--- src/rtl/i2c_pkg.sv ---
// Shared types and constants for the I2C SCL quarter-phase generator.
package i2c_pkg;

  typedef enum logic {
    IDLE = 1'b0,
    RUN  = 1'b1
  } state_t;

  localparam logic [1:0] PH_LOW0  = 2'd0;
  localparam logic [1:0] PH_LOW1  = 2'd1;
  localparam logic [1:0] PH_HIGH0 = 2'd2;
  localparam logic [1:0] PH_HIGH1 = 2'd3;

  localparam logic SCL_RELEASED = 1'b1;

  // SCL is pulled low for the first half of the period, released for the second.
  function automatic logic scl_level(input logic [1:0] ph);
    return (ph == PH_HIGH0 || ph == PH_HIGH1) ? SCL_RELEASED : ~SCL_RELEASED;
  endfunction

endpackage

--- src/rtl/i2c_sync.sv ---
// Multi-flop synchroniser for the sensed SCL line; flops reset to the released level.
module i2c_sync
  import i2c_pkg::*;
#(
  parameter int STAGES = 2
) (
  input  logic clk,
  input  logic rst,
  input  logic d,
  output logic q
);

  logic [STAGES-1:0] sync_reg;

  genvar gi;
  generate
    for (gi = 0; gi < STAGES; gi++) begin : g_stage
      if (gi == 0) begin : g_first
        always_ff @(posedge clk) begin
          if (rst) sync_reg[gi] <= SCL_RELEASED;
          else     sync_reg[gi] <= d;
        end
      end else begin : g_next
        always_ff @(posedge clk) begin
          if (rst) sync_reg[gi] <= SCL_RELEASED;
          else     sync_reg[gi] <= sync_reg[gi-1];
        end
      end
    end
  endgenerate

  assign q = sync_reg[STAGES-1];

endmodule

--- src/rtl/i2c_phase_gen.sv ---
// I2C SCL generator: four quarters of div_cnt+1 clocks each, with graceful stop.
// Optional slave clock stretching in the first high quarter via macro I2C_CLK_STRETCH_EN.
module i2c_phase_gen
  import i2c_pkg::*;
#(
  parameter int CNT_W       = 16,
  parameter int SYNC_STAGES = 2
) (
  input  logic             clk,
  input  logic             rst,
  input  logic             en,
  input  logic [CNT_W-1:0] div_cnt,
  input  logic             scl_in,
  output logic             scl_out,
  output logic [1:0]       phase,
  output logic             phase_tick,
  output logic             busy,
  output logic             stretch
);

  localparam logic [CNT_W-1:0] CNT_ONE = CNT_W'(1);

  state_t           state_reg;
  logic [1:0]       phase_reg;
  logic [CNT_W-1:0] cnt_reg;
  logic [CNT_W-1:0] div_lat_reg;
  logic             scl_reg;
  logic             tick_reg;
  logic             hold;

`ifdef I2C_CLK_STRETCH_EN
  logic scl_sync;

  i2c_sync #(
    .STAGES(SYNC_STAGES)
  ) u_sync (
    .clk(clk),
    .rst(rst),
    .d  (scl_in),
    .q  (scl_sync)
  );

  // A slave holding SCL low freezes the counter at the start of the first high quarter.
  assign hold = (state_reg == RUN) && (phase_reg == PH_HIGH0) &&
                (cnt_reg == '0) && (scl_sync != SCL_RELEASED);
`else
  logic            unused_scl_in;
  localparam int   unused_sync_stages = SYNC_STAGES;
  assign unused_scl_in = scl_in;
  assign hold = 1'b0;
`endif

  always_ff @(posedge clk) begin
    if (rst) begin
      state_reg   <= IDLE;
      phase_reg   <= PH_HIGH1;
      cnt_reg     <= '0;
      div_lat_reg <= '0;
      scl_reg     <= SCL_RELEASED;
      tick_reg    <= 1'b0;
    end else begin
      case (state_reg)
        IDLE: begin
          tick_reg <= 1'b0;
          if (en) begin
            state_reg   <= RUN;
            phase_reg   <= PH_LOW0;
            cnt_reg     <= '0;
            div_lat_reg <= div_cnt;
            scl_reg     <= scl_level(PH_LOW0);
            tick_reg    <= 1'b1;
          end
        end
        RUN: begin
          if (hold) begin
            tick_reg <= 1'b0;
          end else if (cnt_reg == div_lat_reg) begin
            cnt_reg <= '0;
            // Only the wrap out of the last quarter may stop, so periods are never cut short.
            if (phase_reg == PH_HIGH1 && !en) begin
              state_reg <= IDLE;
              phase_reg <= PH_HIGH1;
              scl_reg   <= SCL_RELEASED;
              tick_reg  <= 1'b0;
            end else begin
              phase_reg   <= phase_reg + 2'd1;
              scl_reg     <= scl_level(phase_reg + 2'd1);
              div_lat_reg <= div_cnt;
              tick_reg    <= 1'b1;
            end
          end else begin
            cnt_reg  <= cnt_reg + CNT_ONE;
            tick_reg <= 1'b0;
          end
        end
        default: begin
          state_reg <= IDLE;
          tick_reg  <= 1'b0;
        end
      endcase
    end
  end

  assign scl_out    = scl_reg;
  assign phase      = phase_reg;
  assign phase_tick = tick_reg;
  assign busy       = (state_reg == RUN);
  assign stretch    = hold;

endmodule

--- config.mk ---
export PLATFORM = sky130hd
export DESIGN_NAME = i2c_phase_gen
export DESIGN_NICKNAME = d
export VERILOG_FILES = /design/src/rtl/i2c_pkg.sv /design/src/rtl/i2c_sync.sv /design/src/rtl/i2c_phase_gen.sv
export SDC_FILE = /design/constraint.sdc
export NUM_CORES = 1
export LEC_CHECK = 0
export BUFFER_PORTS_ARGS = -buffer_cell sky130_fd_sc_hd__buf_2
export CORE_MARGIN = 8
export CORE_UTILIZATION = 60
export DETAILED_ROUTE_END_ITERATION = 6
export PLACE_DENSITY_LB_ADDON = 0.2
export SLEW_MARGIN = 20
export SYNTH_ARGS = -nofsm -noshare
export SYNTH_HDL_FRONTEND = slang
export SYNTH_HIERARCHICAL = 1
export SYNTH_SLANG_ARGS = --single-unit
--- constraint.sdc ---
create_clock -name clk -period 4.5 [get_ports clk]
set_input_delay 0.225 -clock clk [delete_from_list [all_inputs] [get_ports clk]]
set_output_delay 0.225 -clock clk [all_outputs]
set_load 0.05 [all_outputs]
==> metrics.md <==
| Metric | Value |
|---|---|
| Predominant post-synthesis flop cell | `dfxtp_1` |
| Num CTS Buffers | `5` |
| Worst path buffer plus inverter count | `0` |
| Fmax achieved | `387 MHz` |
| Die ar. | `0.00507 sq mm` |
| Psw | `0.000217 W` |
| Post-Syn Nets | `235` |
| Reg clk slew, reported paths | `between 0.1 and 0.15 ns` |
| Pwr Density | `339 mW/mm^2` |
| Drt drc | `0` |
| Syn-to-layout area delta | `8.00%` |
| Ports | `26` |
| Die Width | `71.2 um` |
| Seq pwr share | `0.521` |
| Ranking of synthesized cells by area | `dfxtp_1 39%, xnor2_1 7.7%, nand3_1 6.0%` |
| Hold Path Class | `in -> reg` |
| Yosys Warn Count | `6` |
| # Post-CTS Setup Buffers | `0` |
| Slew headroom | `0.290` |
| Cell count after synthesis | `around 210` |
| Post-CTS sizing | `0` |
| Syn avg cell area | `8.59 sq um` |
| # hold bufs at CTS | `0` |
| Routed Antenna Nets | `0` |
| Vias in the first global route | `1721` |
| Detailed Route Iter0 Violations | `158` |
| Htree depth | `2` |
| Die height | `71.2 um` |
| HPWL after DPL | `3.24 mm` |
| Routability cong. | `0.867` |
| IO buf count | `23` |
| Hold violation count in the final report | `0` |
| Row count | `20` |
| Worst EP required | `~4.8 ns` |
| Max-cap violations | `0` |
| Crit path kind | `reg -> reg` |
| Power, Total | `0.000670 W` |
| Dpl cell area | `0.00191 sq mm` |
| Worst slew pin tran | `1.06 ns` |
| Worst path max stage delay | `0.90 ns` |
| Synth cell types | `39` |
| Seq/Total Area, Yosys | `0.394` |
| CP Max Fanout | `30` |
| Status | `complete, no violations` |
| First-pass GRT wire length | `7.91 mm` |
| Yosys top cell by area | `dfxtp_1` |
| Tot GR Track Use | `0.195` |
| Clock share of power | `0.278` |
| Hold path depth | `3` |
| CP Capture Type | `register` |
| Setup ws final | `approximately 1.9 ns` |
| Setup tns final | `0 ns` |
| LEAKAGE | `0.697 nW` |
| Crit path DAT | `2.83 ns` |
| FF+latch area | `between 700 and 800 sq um` |
| Initial antenna violation count | `0` |
| Crit path launch type | `register` |
| Net Sw Frac | `0.324` |
| Unrepaired setup endpoints after global routing | `no` |
| Crit path cell chain | `xnor2_1 -> nand4_1 -> o41a_1 -> nand2_1 -> o41ai_1` |
| Fill count | `270` |
| Post-route design area | `0.00198 sq mm` |
| Multi-input gate area | `1000 sq um` |
| Seq cells post-synth | `36` |
| Wirelength per Cell | `between 15 and 20 um` |
| Cell area after synthesis | `0.00183 sq mm` |
| Most frequent cell after synthesis | `dfxtp_1` |
| Fin. max-slew vios | `0` |
| Skew-Pair Late Insertion Delay | `0.36 ns` |
| CTS tree | `done` |
| Worst slack, placed | `2.03 ns` |
| Core area | `0.00298 sq mm` |
| Vias | `1676` |
| CTS Root Cell | `clkbuf_4` |
| Crit-path slowest cell | `o41a_1` |
| Top cells by count, synth | `36 x dfxtp_1, 22 x nand3_1, 21 x o21ai_0` |
| Peak supply drop | `0.000191 V` |
| Pin count of the biggest net entering global routing | `31` |
| 1st-pass router iterations | `4` |
| Gate power share | `0.201` |
| Skew final | `around 0.012 ns` |
| Post-synth top area share | `0.394` |
| CP delay by family, top | `compound AO/OA/AOI/OAI gates` |
| Final setup vio count | `0` |
| CP Depth | `5` |
| Ant. Diodes | `0` |
| Max clock buf depth | `2` |
| Share of layout cells above drive strength 1 | `0.157` |
| FF-to-FF path depth | `5` |
| Routed Wire Length | `4.59 mm` |
| Layout Nets | `251` |
| Final period util | `0.574` |
| Synth async-reset ratio | `0` |
| Via-to-Cell Ratio | `6.37` |
| Initial Utilization | `0.614` |
| Clock Sinks | `36` |
| Post-synth EDFFs | `0` |
| Int Power | `0.000453 W` |
| Total grt overflow | `0` |
| Period minus WS final | `between 2 and 3 ns` |
==> worst register-to-register path, stage by stage, from the launching register on <==
cell and delay, ns:
dfxtp_1 0.47, xnor2_1 0.11, nand4_1 0.20, o41a_1 0.90
nand2_1 0.35, o41ai_1 0.46
==> path summary, 6_finish.rpt <==
kind	slack, ns	endpoint	startpoint
worst min register to register	0.50	div_lat_reg[8]	div_lat_reg[8]
worst max register to register	1.92	cnt_reg[9]	cnt_reg[6]
worst max-delay path	1.92	cnt_reg[9]	cnt_reg[6]
worst min-delay path	0.11	div_lat_reg[14]	div_cnt[14]
==> placed cells by master, fill, tap and decap left out, types with 6 or more instances in the layout <==
cell type	instances
a21oi_1	19
buf_2	23
dfxtp_1	36
inv_1	8
o21ai_0	21
nand3_1	22
nor2_1	6
xnor2_1	16
nand4_1	8
nand2_1	8
==> layer usage <==
layer,GRT usage,wire length [um],vias to the layer above
li1,-,-,821
met1,0.216,1850,777
met2,0.319,2340,69
met3,0.0642,318,9
met4,0.109,80,0
met5,0,0,-
==> layout make-up <==
type,instances,share of cell area
inverter,8,0.0152
sequential,36,0.365
clock buffer,6,0.0260
timing repair buffer,24,0.0621
clock inverter,2,0.00507
multi-input combinational,154,0.506
tap,33,0.0209
==> power groups by stage <==
stage	combinational (W)	sequential, W	clock [W]
floorplan	0.0000936	0.000365	0
global placement	0.000124	0.000355	0
detailed placement	0.000132	0.000356	0
CTS	0.000133	0.000349	0.000190
global route	0.000148	0.000352	0.000205
finish	0.000135	0.000349	0.000187
==> cell families after synthesis <==
logic type / count (synthesis) / synth area share
DFF: 36 / 0.394
and+or+nand+nor: 58 / 0.165
adders and majority gates: 2 / 0.0137
buffers and inverters: 23 / 0.0663
xor gates and xnor gates: 17 / 0.0814
muxes: 3 / 0.0164
AOI/OAI and AO/OA: 73 / 0.261
other: 1 / 0.00205
==> per-stage QoR <==
stage                     hold WS [ns]  utilization  std cells
after floorplan                  0.373            -        213
after global placement           0.476        0.639        255
after detailed placement         0.484        0.640        255
after CTS                       0.0965        0.661        263
after global routing            0.0900        0.663        263
final                            0.106        0.663        263
No activity file was read; power rests on OpenSTA's default activity.
